--- config.mk ---
export PLATFORM = sky130hd
export DESIGN_NAME = fetch_stage
export DESIGN_NICKNAME = d
export VERILOG_FILES = /design/src/rtl/fetch_pkg.sv /design/src/rtl/fetch_fifo.sv /design/src/rtl/fetch_stage.sv
export SDC_FILE = /design/constraint.sdc
export NUM_CORES = 1
export LEC_CHECK = 0
export ABC_CLOCK_PERIOD_IN_PS = 6710
export CAP_MARGIN = 10
export CORE_MARGIN = 4
export CORE_UTILIZATION = 38
export DETAILED_ROUTE_END_ITERATION = 10
export GPL_ROUTABILITY_DRIVEN = 0
export SETUP_SLACK_MARGIN = 0.02
export SYNTH_ARGS = -nofsm -noshare
export SYNTH_HDL_FRONTEND = slang
export SYNTH_SLANG_ARGS = --single-unit
--- constraint.sdc ---
create_clock -name clk -period 6.71 [get_ports clk]
set_input_delay 0.671 -clock clk [delete_from_list [all_inputs] [get_ports clk]]
set_output_delay 0.671 -clock clk [all_outputs]
set_load 0.05 [all_outputs]
--- src/rtl/fetch_pkg.sv ---
// Shared types and constants for the instruction-fetch stage.
package fetch_pkg;
  localparam int XLEN = 32;
  localparam logic [XLEN-1:0] NOP_INST = 32'h0;
  localparam int PC_STEP = 4;

  typedef struct packed {
    logic [XLEN-1:0] pc;
    logic [XLEN-1:0] inst;
  } fetch_entry_t;
endpackage

--- src/rtl/fetch_fifo.sv ---
// Skid FIFO holding fetched {pc, inst} pairs between the memory response and IF/ID.
module fetch_fifo
  import fetch_pkg::*;
#(
  parameter int DEPTH = 2,
  localparam int CW = $clog2(DEPTH + 1),
  localparam int AW = (DEPTH > 1) ? $clog2(DEPTH) : 1
) (
  input  logic         clk,
  input  logic         rst,
  input  logic         i_clear,
  input  logic         i_push,
  input  fetch_entry_t i_push_data,
  input  logic         i_pop,
  output fetch_entry_t o_head,
  output logic [CW-1:0] o_count,
  output logic         o_empty
);
  fetch_entry_t  r_mem [DEPTH];
  logic [AW-1:0] r_rd;
  logic [AW-1:0] r_wr;
  logic [CW-1:0] r_count;

  function automatic logic [AW-1:0] ptr_next(input logic [AW-1:0] p);
    return (p == AW'(DEPTH - 1)) ? '0 : p + AW'(1);
  endfunction

  always_ff @(posedge clk) begin
    if (rst || i_clear) begin
      r_rd    <= '0;
      r_wr    <= '0;
      r_count <= '0;
    end else begin
      if (i_push) begin
        r_mem[r_wr] <= i_push_data;
        r_wr        <= ptr_next(r_wr);
      end
      if (i_pop) r_rd <= ptr_next(r_rd);
      case ({i_push, i_pop})
        2'b10:   r_count <= r_count + CW'(1);
        2'b01:   r_count <= r_count - CW'(1);
        default: r_count <= r_count;
      endcase
    end
  end

  assign o_head  = r_mem[r_rd];
  assign o_count = r_count;
  assign o_empty = (r_count == '0);
endmodule

--- src/rtl/fetch_stage.sv ---
// Instruction fetch: owns the fetch PC, issues 1-cycle memory reads and feeds the IF/ID register.
module fetch_stage
  import fetch_pkg::*;
#(
  parameter int          N        = 32,
  parameter int          DEPTH    = 2,
  parameter logic [N-1:0] RESET_PC = 32'h0
) (
  input  logic         clk,
  input  logic         rst,
  input  logic         stall,
  input  logic         branch_taken,
  input  logic [N-1:0] branch_target,
  output logic         imem_en,
  output logic [N-1:0] imem_addr,
  input  logic [N-1:0] imem_rdata,
  output logic [N-1:0] inst,
  output logic [N-1:0] PC,
  output logic         inst_valid
);
  localparam int CW = $clog2(DEPTH + 1);

  logic [N-1:0]  r_fetch_pc;
  logic          r_inflight;
  logic [N-1:0]  r_inflight_pc;
  logic [N-1:0]  r_inst;
  logic [N-1:0]  r_pc;
  logic          r_valid;

  logic          w_push;
  logic          w_pop;
  logic          w_fifo_empty;
  logic [CW-1:0] w_fifo_count;
  logic [CW:0]   w_occ;
  logic [CW:0]   w_occ_after_pop;
  fetch_entry_t  w_head;
  fetch_entry_t  w_push_data;

  // A request is only issued if its response is guaranteed a FIFO slot.
  assign w_occ           = {1'b0, w_fifo_count} + (CW+1)'(r_inflight);
  assign w_occ_after_pop = w_occ - (CW+1)'(w_pop);
  assign w_pop           = !stall && !w_fifo_empty;
  assign w_push          = r_inflight && !branch_taken && !rst;
  assign imem_en         = !rst && !branch_taken && (w_occ_after_pop < (CW+1)'(DEPTH));
  assign imem_addr       = r_fetch_pc;

  assign w_push_data.pc   = r_inflight_pc;
  assign w_push_data.inst = imem_rdata;

  fetch_fifo #(.DEPTH(DEPTH)) u_fifo (
    .clk         (clk),
    .rst         (rst),
    .i_clear     (branch_taken),
    .i_push      (w_push),
    .i_push_data (w_push_data),
    .i_pop       (w_pop),
    .o_head      (w_head),
    .o_count     (w_fifo_count),
    .o_empty     (w_fifo_empty)
  );

  always_ff @(posedge clk) begin
    if (rst) begin
      r_fetch_pc    <= RESET_PC;
      r_inflight    <= 1'b0;
      r_inflight_pc <= '0;
    end else if (branch_taken) begin
      r_fetch_pc <= branch_target;
      r_inflight <= 1'b0;
    end else begin
      r_inflight <= imem_en;
      if (imem_en) begin
        r_inflight_pc <= r_fetch_pc;
        r_fetch_pc    <= r_fetch_pc + N'(PC_STEP);
      end
    end
  end

  always_ff @(posedge clk) begin
    if (rst) begin
      r_inst  <= '0;
      r_pc    <= '0;
      r_valid <= 1'b0;
    end else if (branch_taken) begin
      r_inst  <= NOP_INST;
      r_valid <= 1'b0;
    end else if (!stall) begin
      if (!w_fifo_empty) begin
        r_inst  <= w_head.inst;
        r_pc    <= w_head.pc;
        r_valid <= 1'b1;
      end else begin
        r_inst  <= NOP_INST;
        r_valid <= 1'b0;
      end
    end
  end

  assign inst       = r_inst;
  assign PC         = r_pc;
  assign inst_valid = r_valid;
endmodule

==> impl_metrics.prom <==
# TYPE chip_impl_metric gauge
chip_impl_metric{name="synth_async_sr_flop_share",unit="%"} 0
chip_impl_metric{name="drc",unit=""} 0
chip_impl_info{name="startpoint_of_the_lowest_slack_hold_path",value="r_inflight_pc[16]"} 1
chip_impl_metric{name="routed-via-count",unit=""} 7068
chip_impl_metric{name="power_frac_seq",unit="%"} 51.5
chip_impl_info{name="critical_path.endpoint_type",value="primary output"} 1
chip_impl_info{name="postSynth.topFlopCell",value="sky130_fd_sc_hd__dfxtp_1"} 1
chip_impl_info{name="timing.hold.worst_endpoint",value="u_fifo.r_mem[1][48]"} 1
chip_impl_metric{name="final_util",unit="%"} 49.5
chip_impl_metric{name="postRouteAntennaNets",unit=""} 0
chip_impl_metric{name="synth_sequential_area_ratio",unit="%"} 64.6
chip_impl_metric{name="slew_violations",unit=""} 0
chip_impl_metric{name="n_antenna_cell",unit=""} 0
chip_impl_metric{name="synth.cell_area",unit="sq mm"} 0.0101
chip_impl_metric{name="synth-edff-count",unit=""} 128
chip_impl_info{name="worst_hold_path_type",value="reg2reg"} 1
chip_impl_info{name="run_status",value="finished, final reports clean"} 1
chip_impl_metric{name="hold_depth",unit=""} 0
chip_impl_metric{name="grt_antenna_before_repair",unit=""} 0
chip_impl_metric{name="post-cts-setup-buffer-count",unit=""} 0
chip_impl_metric{name="core_region_area",unit="sq mm"} 0.0261
chip_impl_metric{name="combinationalPowerShare",unit="%"} 6.4
chip_impl_info{name="rsz0062_at_grt",value="no"} 1
chip_impl_metric{name="wl",unit="microns"} 23500
chip_impl_metric{name="worst_ir_drop_vdd",unit="mV"} 0.156
chip_impl_info{name="timing.rr.end",value="imem_addr[25]"} 1
chip_impl_metric{name="post_dp_cell_area",unit="sq mm"} 0.0121
chip_impl_metric{name="dieWidth",unit="microns"} 171
chip_impl_metric{name="clock_power_share",unit="%"} 42.1
chip_impl_metric{name="number_of_drc_markers_after_the_initial_detailed_route_iteration",unit=""} 568
chip_impl_metric{name="final_net_count",unit=""} 1099
chip_impl_metric{name="ys_warn_count",unit=""} 0
chip_impl_metric{name="max_cap_viol_count",unit=""} 0
chip_impl_metric{name="pin_count",unit=""} 166
chip_impl_metric{name="worstSkewPairLatency",unit="ns"} 0.52
chip_impl_info{name="ys_top_cells_by_area",value="sky130_fd_sc_hd__edfxtp_1, sky130_fd_sc_hd__dfxtp_1, sky130_fd_sc_hd__mux2i_1"} 1
chip_impl_metric{name="timing_worst_slew_pin_value",unit="ns"} 1.12
chip_impl_metric{name="synthesis.instances",unit=""} 878
chip_impl_info{name="criticalPathCategory",value="in2out"} 1
chip_impl_metric{name="post-synth-top-area-fraction",unit="%"} 37.9
chip_impl_metric{name="slew_headroom",unit="%"} 25.3
chip_impl_metric{name="cts.sinks",unit=""} 263
chip_impl_metric{name="cts_buffer_depth",unit=""} 3
chip_impl_metric{name="wl_per_cell",unit="microns"} 17.0
chip_impl_info{name="clock-root-buffer",value="sky130_fd_sc_hd__clkbuf_16"} 1
chip_impl_metric{name="area_of_all_placed_cells_without_fillers",unit="sq mm"} 0.0129
chip_impl_metric{name="place.detailed.instances",unit=""} 1333
chip_impl_metric{name="layout_min_cycle_time",unit="ns"} 4.31
chip_impl_metric{name="power.switching",unit="mW"} 0.744
chip_impl_metric{name="synth.net_count",unit=""} 949
chip_impl_metric{name="timing.setup.tns",unit="ns"} 0
chip_impl_metric{name="port-buffer-count",unit=""} 165
chip_impl_metric{name="avgSynthCellArea",unit="sq um"} 11.5
chip_impl_metric{name="cts_inserted_buffers",unit=""} 28
chip_impl_metric{name="reg2regPathDepth",unit=""} 9
chip_impl_metric{name="dp.final_hpwl",unit="microns"} 15300
chip_impl_metric{name="globalRoute.totalOverflow",unit=""} 0
chip_impl_metric{name="grt.total_usage",unit="%"} 15.5
chip_impl_metric{name="clkSlewWorstSetupHoldPaths",unit="ns"} 0.06
chip_impl_metric{name="num-fill-cells",unit=""} 2385
chip_impl_metric{name="layout.cells.non_filler",unit=""} 1384
chip_impl_info{name="worst_setup_path_start_kind",value="input pin"} 1
chip_impl_metric{name="finClkSkew",unit="ns"} 0.00744
chip_impl_metric{name="switching_share",unit="%"} 22.0
chip_impl_info{name="most_common_library_cell_in_the_layout_ignoring_fill_and_taps",value="sky130_fd_sc_hd__clkdlybuf4s50_1"} 1
chip_impl_metric{name="setup_viol",unit=""} 0
chip_impl_info{name="mostFrequentLayoutCells",value="sky130_fd_sc_hd__clkdlybuf4s50_1, sky130_fd_sc_hd__dfxtp_1, sky130_fd_sc_hd__edfxtp_1, sky130_fd_sc_hd__nor2_1, sky130_fd_sc_hd__nand2_1"} 1
chip_impl_metric{name="synthDistinctLibCells",unit=""} 63
chip_impl_metric{name="cell_internal_pwr",unit="mW"} 2.64
chip_impl_metric{name="grt_first_pass_wirelength",unit="microns"} 36700
chip_impl_metric{name="first_pass_iters",unit=""} 5
chip_impl_metric{name="post_cts_resized",unit=""} 0
chip_impl_metric{name="post-layout-total-power",unit="mW"} 3.38
chip_impl_metric{name="crit_path_max_fanout",unit=""} 37
chip_impl_info{name="cts_tree",value="yes"} 1
chip_impl_info{name="synth.largest_area_cell",value="sky130_fd_sc_hd__edfxtp_1"} 1
chip_impl_metric{name="power.density_cell_area",unit="mW/mm^2"} 262
chip_impl_metric{name="setup.reg_to_reg.worst_slack",unit="ns"} 3.11
chip_impl_metric{name="grt_pass1_vias",unit=""} 6654
chip_impl_metric{name="die_y",unit="microns"} 171
chip_impl_metric{name="drt-vias-per-instance",unit=""} 5.11
chip_impl_metric{name="power.leakage",unit="nW"} 4.14
chip_impl_metric{name="hold_viol",unit=""} 0
chip_impl_info{name="r2r-start",value="u_fifo.o_count[1]"} 1
chip_impl_metric{name="cts.hold.buffers_added",unit=""} 0
chip_impl_metric{name="row_count",unit=""} 59
chip_impl_metric{name="fp.dieArea",unit="sq mm"} 0.0293
chip_impl_metric{name="layout-drive-gt1-share",unit="%"} 6.10
chip_impl_metric{name="postSynthRegisterBits",unit=""} 263
chip_impl_metric{name="area_delta_synth_final",unit="%"} 27.6
chip_impl_metric{name="worst-endpoint-arrival",unit="ns"} 3.64
chip_impl_metric{name="fmax",unit="MHz"} 232
chip_impl_metric{name="grt_max_degree",unit=""} 54
chip_impl_metric{name="required",unit="ns"} 6.04
chip_impl_metric{name="fin_crit_sh",unit="%"} 64.2
chip_impl_metric{name="floorplan.initialDensity",unit="%"} 38.8
chip_impl_metric{name="cts_max_level",unit=""} 1
power by group through the flow:
stage | clock network [mW] | logic, mW | registers, mW
global route | 1.54 | 0.234 | 1.74
finish | 1.43 | 0.217 | 1.74
floorplan | 0 | 0.0786 | 1.81
global placement | 0 | 0.216 | 1.77
CTS | 1.46 | 0.219 | 1.74
detailed placement | 0 | 0.217 | 1.77
routing by layer:
layer / track usage, % / wire length [microns]
met3: 3.61 / 1700
met4: 3.48 / 384
met5: 0 / 0
met2: 22.9 / 10000
met1: 23.2 / 11400
cells in the mapped netlist, drive strengths merged, types with 11 or more instances:
library cell / n
mux2i: 67
clkbuf: 33
nand3: 17
buf: 22
dfxtp: 135
nor4: 11
edfxtp: 128
a21oi: 67
a211oi: 47
inv: 13
nand2: 90
nor2: 129
sequential cells by signal (all words and copies together) (netlist names), named ones only:
register / cells
PC: 32
imem_addr: 32
inst: 32
inst_valid: 1
r_inflight: 1
r_inflight_pc: 32
u_fifo.o_count: 2
u_fifo.r_mem: 128
u_fifo.r_rd: 1
u_fifo.r_wr: 1
critical path, cell delays in order:
cell and delay, ns:
sky130_fd_sc_hd__clkdlybuf4s50_1 0.46, sky130_fd_sc_hd__buf_4 0.36, sky130_fd_sc_hd__o21bai_4 0.20, sky130_fd_sc_hd__buf_4 0.40, sky130_fd_sc_hd__nor2_1 0.18, sky130_fd_sc_hd__o21ai_0 0.29
sky130_fd_sc_hd__fa_1 0.57, sky130_fd_sc_hd__nand3_1 0.16, sky130_fd_sc_hd__clkinv_1 0.13, sky130_fd_sc_hd__buf_4 0.21
final cells by class:
cell class | count | area (sq um) | share of cell area (%)
clock buffers | 40 | 787 | 6.09
clock inverters | 11 | 71.3 | 0.552
inverters | 14 | 52.6 | 0.407
multi-input cells | 546 | 3330 | 25.7
flip-flops and latches | 263 | 6550 | 50.7
well taps | 335 | 419 | 3.24
repair buffers | 175 | 1720 | 13.3
metrics by stage:
step / worst slack (ns) / hold slack, ns
after floorplan: 2.52 / 0.425
after global placement: 2.32 / 0.435
after detailed placement: 2.28 / 0.443
after CTS: 2.38 / 0.456
after global routing: 2.17 / 0.470
final: 2.40 / 0.455
kinds of logic after synthesis:
logic type,Yosys count,share of synthesized area (%)
AND/OR/NAND/NOR,298,13.5
XOR/XNOR,13,1.27
multiplexers,67,6.62
buffers and inverters,69,2.78
adder cells (fa/ha/maj),3,0.445
flip-flops,263,64.6
AO/OA/AOI/OAI,165,10.7
worst max path at each step:
| stage | start | endpoint | slack, ns | depth (start not counted) |
|---|---|---|---|---|
| after floorplan | branch_taken | u_fifo.r_mem[0][0] | 2.52 | 3 |
| after global placement | stall | imem_addr[25] | 2.32 | 10 |
| after detailed placement | stall | imem_addr[15] | 2.28 | 11 |
| after CTS | stall | imem_en | 2.38 | 10 |
| after global routing | stall | imem_en | 2.17 | 10 |
| final | stall | imem_en | 2.40 | 10 |
Note: power is estimated with default switching activity, not from simulation.
